### src/rtl/mole_spawner.sv
// rtl/mole_spawner.sv - whack-a-mole responder: random mole pick, hit window, hit/expiry report.
// Optional SHRINK_WINDOW_EN: each hit shortens later windows, floored at WIN2/2.
module mole_spawner #(
    parameter int          N_MOLES  = 8,
    parameter int          TICK_DIV = 50000,
    parameter int          WIN0     = 1500,
    parameter int          WIN1     = 1000,
    parameter int          WIN2     = 600,
    parameter logic [15:0] SEED     = 16'hACE1
) (
    input  logic                       clk,
    input  logic                       rst_n,
    input  logic [1:0]                 level,
    input  logic                       ready_for_mole,
    input  logic                       timeout_start,
    input  logic [N_MOLES-1:0]         switches,
    output logic                       rng_ready,
    output logic [$clog2(N_MOLES)-1:0] mole_idx,
    output logic [N_MOLES-1:0]         mole_leds,
    output logic                       timeout,
    output logic                       switchx
);
    localparam int IW = $clog2(N_MOLES);
    localparam int PW = (TICK_DIV > 1) ? $clog2(TICK_DIV) : 1;

    typedef enum logic [2:0] {
        S_IDLE, S_PICK, S_PRESENT, S_ARMED, S_COUNT, S_HIT, S_EXPIRED
    } state_t;

    state_t               state_q, state_d;
    logic [15:0]          lfsr_q, lfsr_d;
    logic [IW-1:0]        idx_q, idx_d;
    logic [2:0]           retry_q, retry_d;
    logic [PW-1:0]        presc_q, presc_d;
    logic [15:0]          win_q, win_d;
    logic [N_MOLES-1:0]   sync1_q, sync2_q, prev_q;
    logic                 rng_ready_q, timeout_q, switchx_q;
    logic [N_MOLES-1:0]   leds_q, leds_d;
    logic [15:0]          base_win, load_win;
    logic                 tick, hit_edge;

    always_comb begin
        case (level)
            2'd0:    base_win = 16'(WIN0);
            2'd1:    base_win = 16'(WIN1);
            default: base_win = 16'(WIN2);
        endcase
    end

`ifdef SHRINK_WINDOW_EN
    localparam logic [15:0] FLOOR = 16'(WIN2 / 2);
    logic [15:0] shrink_q, shrink_d, step_q, step_d;
    logic [16:0] shrink_sum, floor_sum;

    always_comb begin
        floor_sum  = {1'b0, shrink_q} + {1'b0, FLOOR};
        load_win   = (floor_sum >= {1'b0, base_win}) ? FLOOR : base_win - shrink_q;
        shrink_sum = {1'b0, shrink_q} + {1'b0, step_q};
        step_d     = (state_q == S_PRESENT) ? (base_win >> 4) : step_q;
        shrink_d   = shrink_q;
        if (state_q == S_COUNT && state_d == S_HIT)
            shrink_d = shrink_sum[16] ? 16'hFFFF : shrink_sum[15:0];
        else if (state_q == S_COUNT && (state_d == S_IDLE || state_d == S_EXPIRED))
            shrink_d = '0;
    end

    always_ff @(posedge clk) begin
        if (!rst_n) begin
            shrink_q <= '0;
            step_q   <= '0;
        end else begin
            shrink_q <= shrink_d;
            step_q   <= step_d;
        end
    end
`else
    assign load_win = base_win;
`endif

    // Hit is a rising edge on the synchronised switch of the active mole only.
    assign tick     = (state_q == S_COUNT) && (presc_q == PW'(TICK_DIV - 1));
    assign hit_edge = sync2_q[idx_q] & ~prev_q[idx_q];

    always_comb begin
        lfsr_d  = lfsr_q[0] ? ({1'b0, lfsr_q[15:1]} ^ 16'hB400) : {1'b0, lfsr_q[15:1]};
        state_d = state_q;
        idx_d   = idx_q;
        retry_d = '0;
        presc_d = '0;
        win_d   = win_q;
        case (state_q)
            S_IDLE: if (ready_for_mole) state_d = S_PICK;
            S_PICK: begin
                if (lfsr_q[IW-1:0] != idx_q) begin
                    idx_d   = lfsr_q[IW-1:0];
                    state_d = S_PRESENT;
                end else if (retry_q == 3'd4) begin
                    idx_d   = idx_q + 1'b1;
                    state_d = S_PRESENT;
                end else begin
                    retry_d = retry_q + 3'd1;
                end
            end
            S_PRESENT: begin
                win_d   = load_win;
                state_d = S_ARMED;
            end
            S_ARMED: begin
                if (timeout_start)       state_d = S_COUNT;
                else if (ready_for_mole) state_d = S_PICK;
            end
            S_COUNT: begin
                presc_d = tick ? '0 : presc_q + PW'(1);
                if (tick && win_q != 16'd0) win_d = win_q - 16'd1;
                if (!timeout_start)       state_d = S_IDLE;
                else if (hit_edge)        state_d = S_HIT;
                else if (win_q == 16'd0)  state_d = S_EXPIRED;
            end
            S_HIT, S_EXPIRED: if (!timeout_start) state_d = S_IDLE;
            default: state_d = S_IDLE;
        endcase
        leds_d = (state_d == S_COUNT) ? ({{(N_MOLES-1){1'b0}}, 1'b1} << idx_d) : '0;
    end

    always_ff @(posedge clk) begin
        if (!rst_n) begin
            state_q     <= S_IDLE;
            lfsr_q      <= SEED;
            idx_q       <= '0;
            retry_q     <= '0;
            presc_q     <= '0;
            win_q       <= '0;
            sync1_q     <= '0;
            sync2_q     <= '0;
            prev_q      <= '0;
            rng_ready_q <= 1'b0;
            leds_q      <= '0;
            timeout_q   <= 1'b1;
            switchx_q   <= 1'b0;
        end else begin
            state_q     <= state_d;
            lfsr_q      <= lfsr_d;
            idx_q       <= idx_d;
            retry_q     <= retry_d;
            presc_q     <= presc_d;
            win_q       <= win_d;
            sync1_q     <= switches;
            sync2_q     <= sync1_q;
            prev_q      <= sync2_q;
            rng_ready_q <= (state_d == S_PRESENT);
            leds_q      <= leds_d;
            timeout_q   <= (state_d != S_EXPIRED);
            switchx_q   <= (state_d == S_HIT);
        end
    end

    assign rng_ready = rng_ready_q;
    assign mole_idx  = idx_q;
    assign mole_leds = leds_q;
    assign timeout   = timeout_q;
    assign switchx   = switchx_q;
endmodule
### config.mk
export PLATFORM = sky130hd
export DESIGN_NAME = mole_spawner
export DESIGN_NICKNAME = d
export VERILOG_FILES = /design/src/rtl/mole_spawner.sv
export SDC_FILE = /design/constraint.sdc
export NUM_CORES = 1
export LEC_CHECK = 0
export CAP_MARGIN = 10
export CORE_UTILIZATION = 62
export DETAILED_ROUTE_END_ITERATION = 8
export PLACE_DENSITY = 0.88
export SKIP_CTS_REPAIR_TIMING = 1
export SKIP_LAST_GASP = 1
export SYNTH_ARGS = -nofsm -noshare
export SYNTH_HDL_FRONTEND = slang
export SYNTH_SLANG_ARGS = --single-unit
### constraint.sdc
create_clock -name clk -period 5 [get_ports clk]
set_input_delay 1.25 -clock clk [delete_from_list [all_inputs] [get_ports clk]]
set_output_delay 1.25 -clock clk [all_outputs]
set_load 0.05 [all_outputs]
==> results_dict.tcl <==
set metrics [dict create \
    most_instantiated_library_cell_after_synthesis "sky130_fd_sc_hd__dfxtp_1" \
    min-delay-start "lfsr_q[6]$_SDFF_PN1_" \
    setup_tns_ps 0 \
    synth_edf_count 0 \
    clockRootBuffer "sky130_fd_sc_hd__clkbuf_8" \
    worst-endpoint-required_ps 3750 \
    rr_endpoint "win_q[6]$_SDFFE_PN0P_" \
    yosys_warning_count 0 \
    post-synth-top-area-cell "sky130_fd_sc_hd__dfxtp_1" \
    finalMaxSlewViolations 0 \
    final_cells 522 \
    grt_antenna_before_repair 0 \
    xor_and_xnor_area_share_after_synthesis 0.0563 \
    endpoint_kind_of_the_worst_setup_timing_path "output pin" \
    max-slew-margin-rel 0.596 \
    first_global_vias 2897 \
    synthTopCellsByCount "sky130_fd_sc_hd__dfxtp_1, sky130_fd_sc_hd__nor2_1, sky130_fd_sc_hd__and2_1, sky130_fd_sc_hd__nand2_1, sky130_fd_sc_hd__nand3_1" \
    achievable-frequency_mhz 323 \
    drt-pass1-iter-count 6 \
    critPathSlowestCell "sky130_fd_sc_hd__clkdlybuf4s50_1" \
    cap_viol_max_count 0 \
    inserted_diodes 0 \
    clk_path_buf_depth 2 \
    netlist_area_um2 3890 \
    rows 28 \
    global_routing_usage_on_met2 0.425 \
    die_area_um2 6590 \
    post_synthesis_sequential_element_count 92 \
    finish.net_count 461 \
    synth_adder_area_share 0.0161 \
    place.detailed.instances 506 \
    timing.hold.worst_path_depth 1 \
    worst-path-stages 1 \
    synth_compound_area_frac 0.121 \
    worst_slew_pin_slew_ps 598 \
    holdCritPathClass "reg2reg" \
    worstPathMaxFanout 11 \
    initial_core_util 0.649 \
    drt_drc_violations_left 0 \
    syn_inst 422 \
    yosysTopAreaCellShare 0.474 \
    synth_sequential_area_ratio 0.474 \
    setup.worst_path.end "mole_idx[1]" \
    synth-main-ff-cell "sky130_fd_sc_hd__dfxtp_1" \
    run_status "completed" \
    grt_most_used_layer "met2" \
    num_vias 3108 \
    dpl.hpwl_um 5190 \
    total_leakage_power_nw 1.65 \
    core-area_um2 5990 \
    multiplexer_share_of_the_synthesized_area 0.00837 \
    async_reset_ff_frac 0 \
    design.portCount 28 \
    arrival_ps 1850 \
    global_route.usage.total 0.255 \
    synthesis.area_per_instance_um2 9.21 \
    synth.net_count 441 \
    timing.final.setup_violations 0 \
    replace_congestion 0.854 \
    ratio_of_total_power_to_cell_area_nw_per_um2 347 \
    groute.layer.met3.usage 0.0607 \
    finalClockSkew_ps 9.69 \
    clkTransAtPathRegs_ps 100 \
    max_stage_delay_ps 890 \
    post_synth_and_or_nand_nor_area_fraction 0.288 \
    final_hold_viol_count 0 \
    groute.layer.met1.usage 0.311 \
    critical_path.cell_chain "clkdlybuf4s50_1" \
    gr-total-overflow 0 \
    dieWidth_um 81.2 \
    placement.io_buffers 27 \
    worst-path-buf-inv 1 \
    grt_pass1_wl_um 12800 \
    timing.critical_path.from "mole_idx[1]$_SDFF_PN0_" \
    timing.reg2reg.worst_path_depth 5 \
    grt_setup_unrepaired "false" \
    peak_vdd_ir_mv 0.285 \
    critPathKind "reg2out" \
    cts_tree "yes" \
    syn2layout_area_growth_pct 13.5 \
    routed_wirelength_um 7720 \
    critPathLaunchType "register" \
    worst_skew_pair.late_latency_ps 350 \
    layout-drive-gt1-share 0.0694 \
    die-height_um 81.2 \
    tritoncts.num_buffers 9 \
    h-tree-depth 3 \
    post-route-period-util 0.619 \
    critical_path.top_delay_family "buffers and inverters" \
    clock_sink_count 92 \
    synth_top_family_by_area "simple AND/OR/NAND/NOR gates" \
    vias_per_cell 5.95 \
    reg2reg_setup_slack_ps 2610 \
    drt_iter0_drc 241 \
    postRouteAntennaNets 0 \
    drt-wirelength-per-cell_um 14.8 \
    yosysUniqueCellTypes 63 \
    yosys-top-cells-area "sky130_fd_sc_hd__dfxtp_1, sky130_fd_sc_hd__and2_1, sky130_fd_sc_hd__nor2_1, sky130_fd_sc_hd__xnor2_1, sky130_fd_sc_hd__nand2_1" \
    period_needed_ps 3100 \
    grt_max_degree 43 \
    regToRegStartpoint "state_q[2]$_SDFF_PN0_" \
]
sequential cells by signal, indices dropped and copies added, names as in the netlist, 8 cells and up:
signal,flops
lfsr_q,16
presc_q,16
win_q,16
mole_leds,8
prev_q,8
sync1_q,8
sync2_q,8
cell usage in the layout, fill, tap and decap left out, drive strengths merged, types with 3 or more instances in the layout:
cell	n
nand2	28
and2	35
nor3	7
xor2	10
nor2	38
o21a	3
inv	17
or2	3
dfxtp	92
clkdlybuf4s50	27
nor2b	8
nand4	7
and3	5
a21oi	15
clkbuf	10
nand2b	10
a31oi	7
or3	5
o21ai	12
nor4	14
or4	4
o31ai	5
xnor2	15
nand3	16
nand4b	3
o22ai	6
ha	5
and4	3
per-layer routing:
| layer | vias to the layer above | wire length [um] |
|---|---|---|
| met5 | - | 0 |
| met4 | 0 | 98 |
| met3 | 14 | 436 |
| met2 | 122 | 3800 |
| met1 | 1445 | 3390 |
| li1 | 1527 | - |
cell type report:
type	instances	area [um2]
clock buffer	10	138
clock inverter	6	103
fill	422	1580
inverter	13	48.8
multi-input combinational	297	1900
sequential	92	1840
tap	75	93.8
timing repair buffer	29	285
metrics by stage:
step	hold slack (ps)	util	instance area [um2]	total power, mW	setup WS (ps)
after floorplan	386	-	3890	0.916	2730
after global placement	389	0.697	4170	0.954	2010
after detailed placement	403	0.697	4170	0.961	1970
after CTS	425	0.737	4410	1.54	1840
after global routing	433	0.737	4410	1.59	1770
final	418	0.737	4410	1.53	1900
power by group:
group	internal (mW)	leakage, nW	total, mW	switching (mW)
clock	0.308	0.123	0.582	0.275
sequential	0.760	0.751	0.786	0.0260
combinational	0.0670	0.780	0.163	0.0960
total	1.13	1.65	1.53	0.397
logic make-up after synthesis:
kind of cell	Yosys count
AO/OA/AOI/OAI	70
XOR/XNOR	25
adder cells (fa/ha/maj)	5
buffers and inverters	33
flip-flops	92
multiplexers	2
AND/OR/NAND/NOR	195
worst min-delay path by stage:
stage / endpoint / slack [ps]
after CTS: lfsr_q[5]$_SDFF_PN1_ / 430
after floorplan: lfsr_q[11]$_SDFF_PN1_ / 390
after global routing: lfsr_q[5]$_SDFF_PN1_ / 430
after detailed placement: lfsr_q[5]$_SDFF_PN1_ / 400
after global placement: lfsr_q[5]$_SDFF_PN1_ / 390
final: lfsr_q[5]$_SDFF_PN1_ / 420
(Power assumes the default switching activity.)
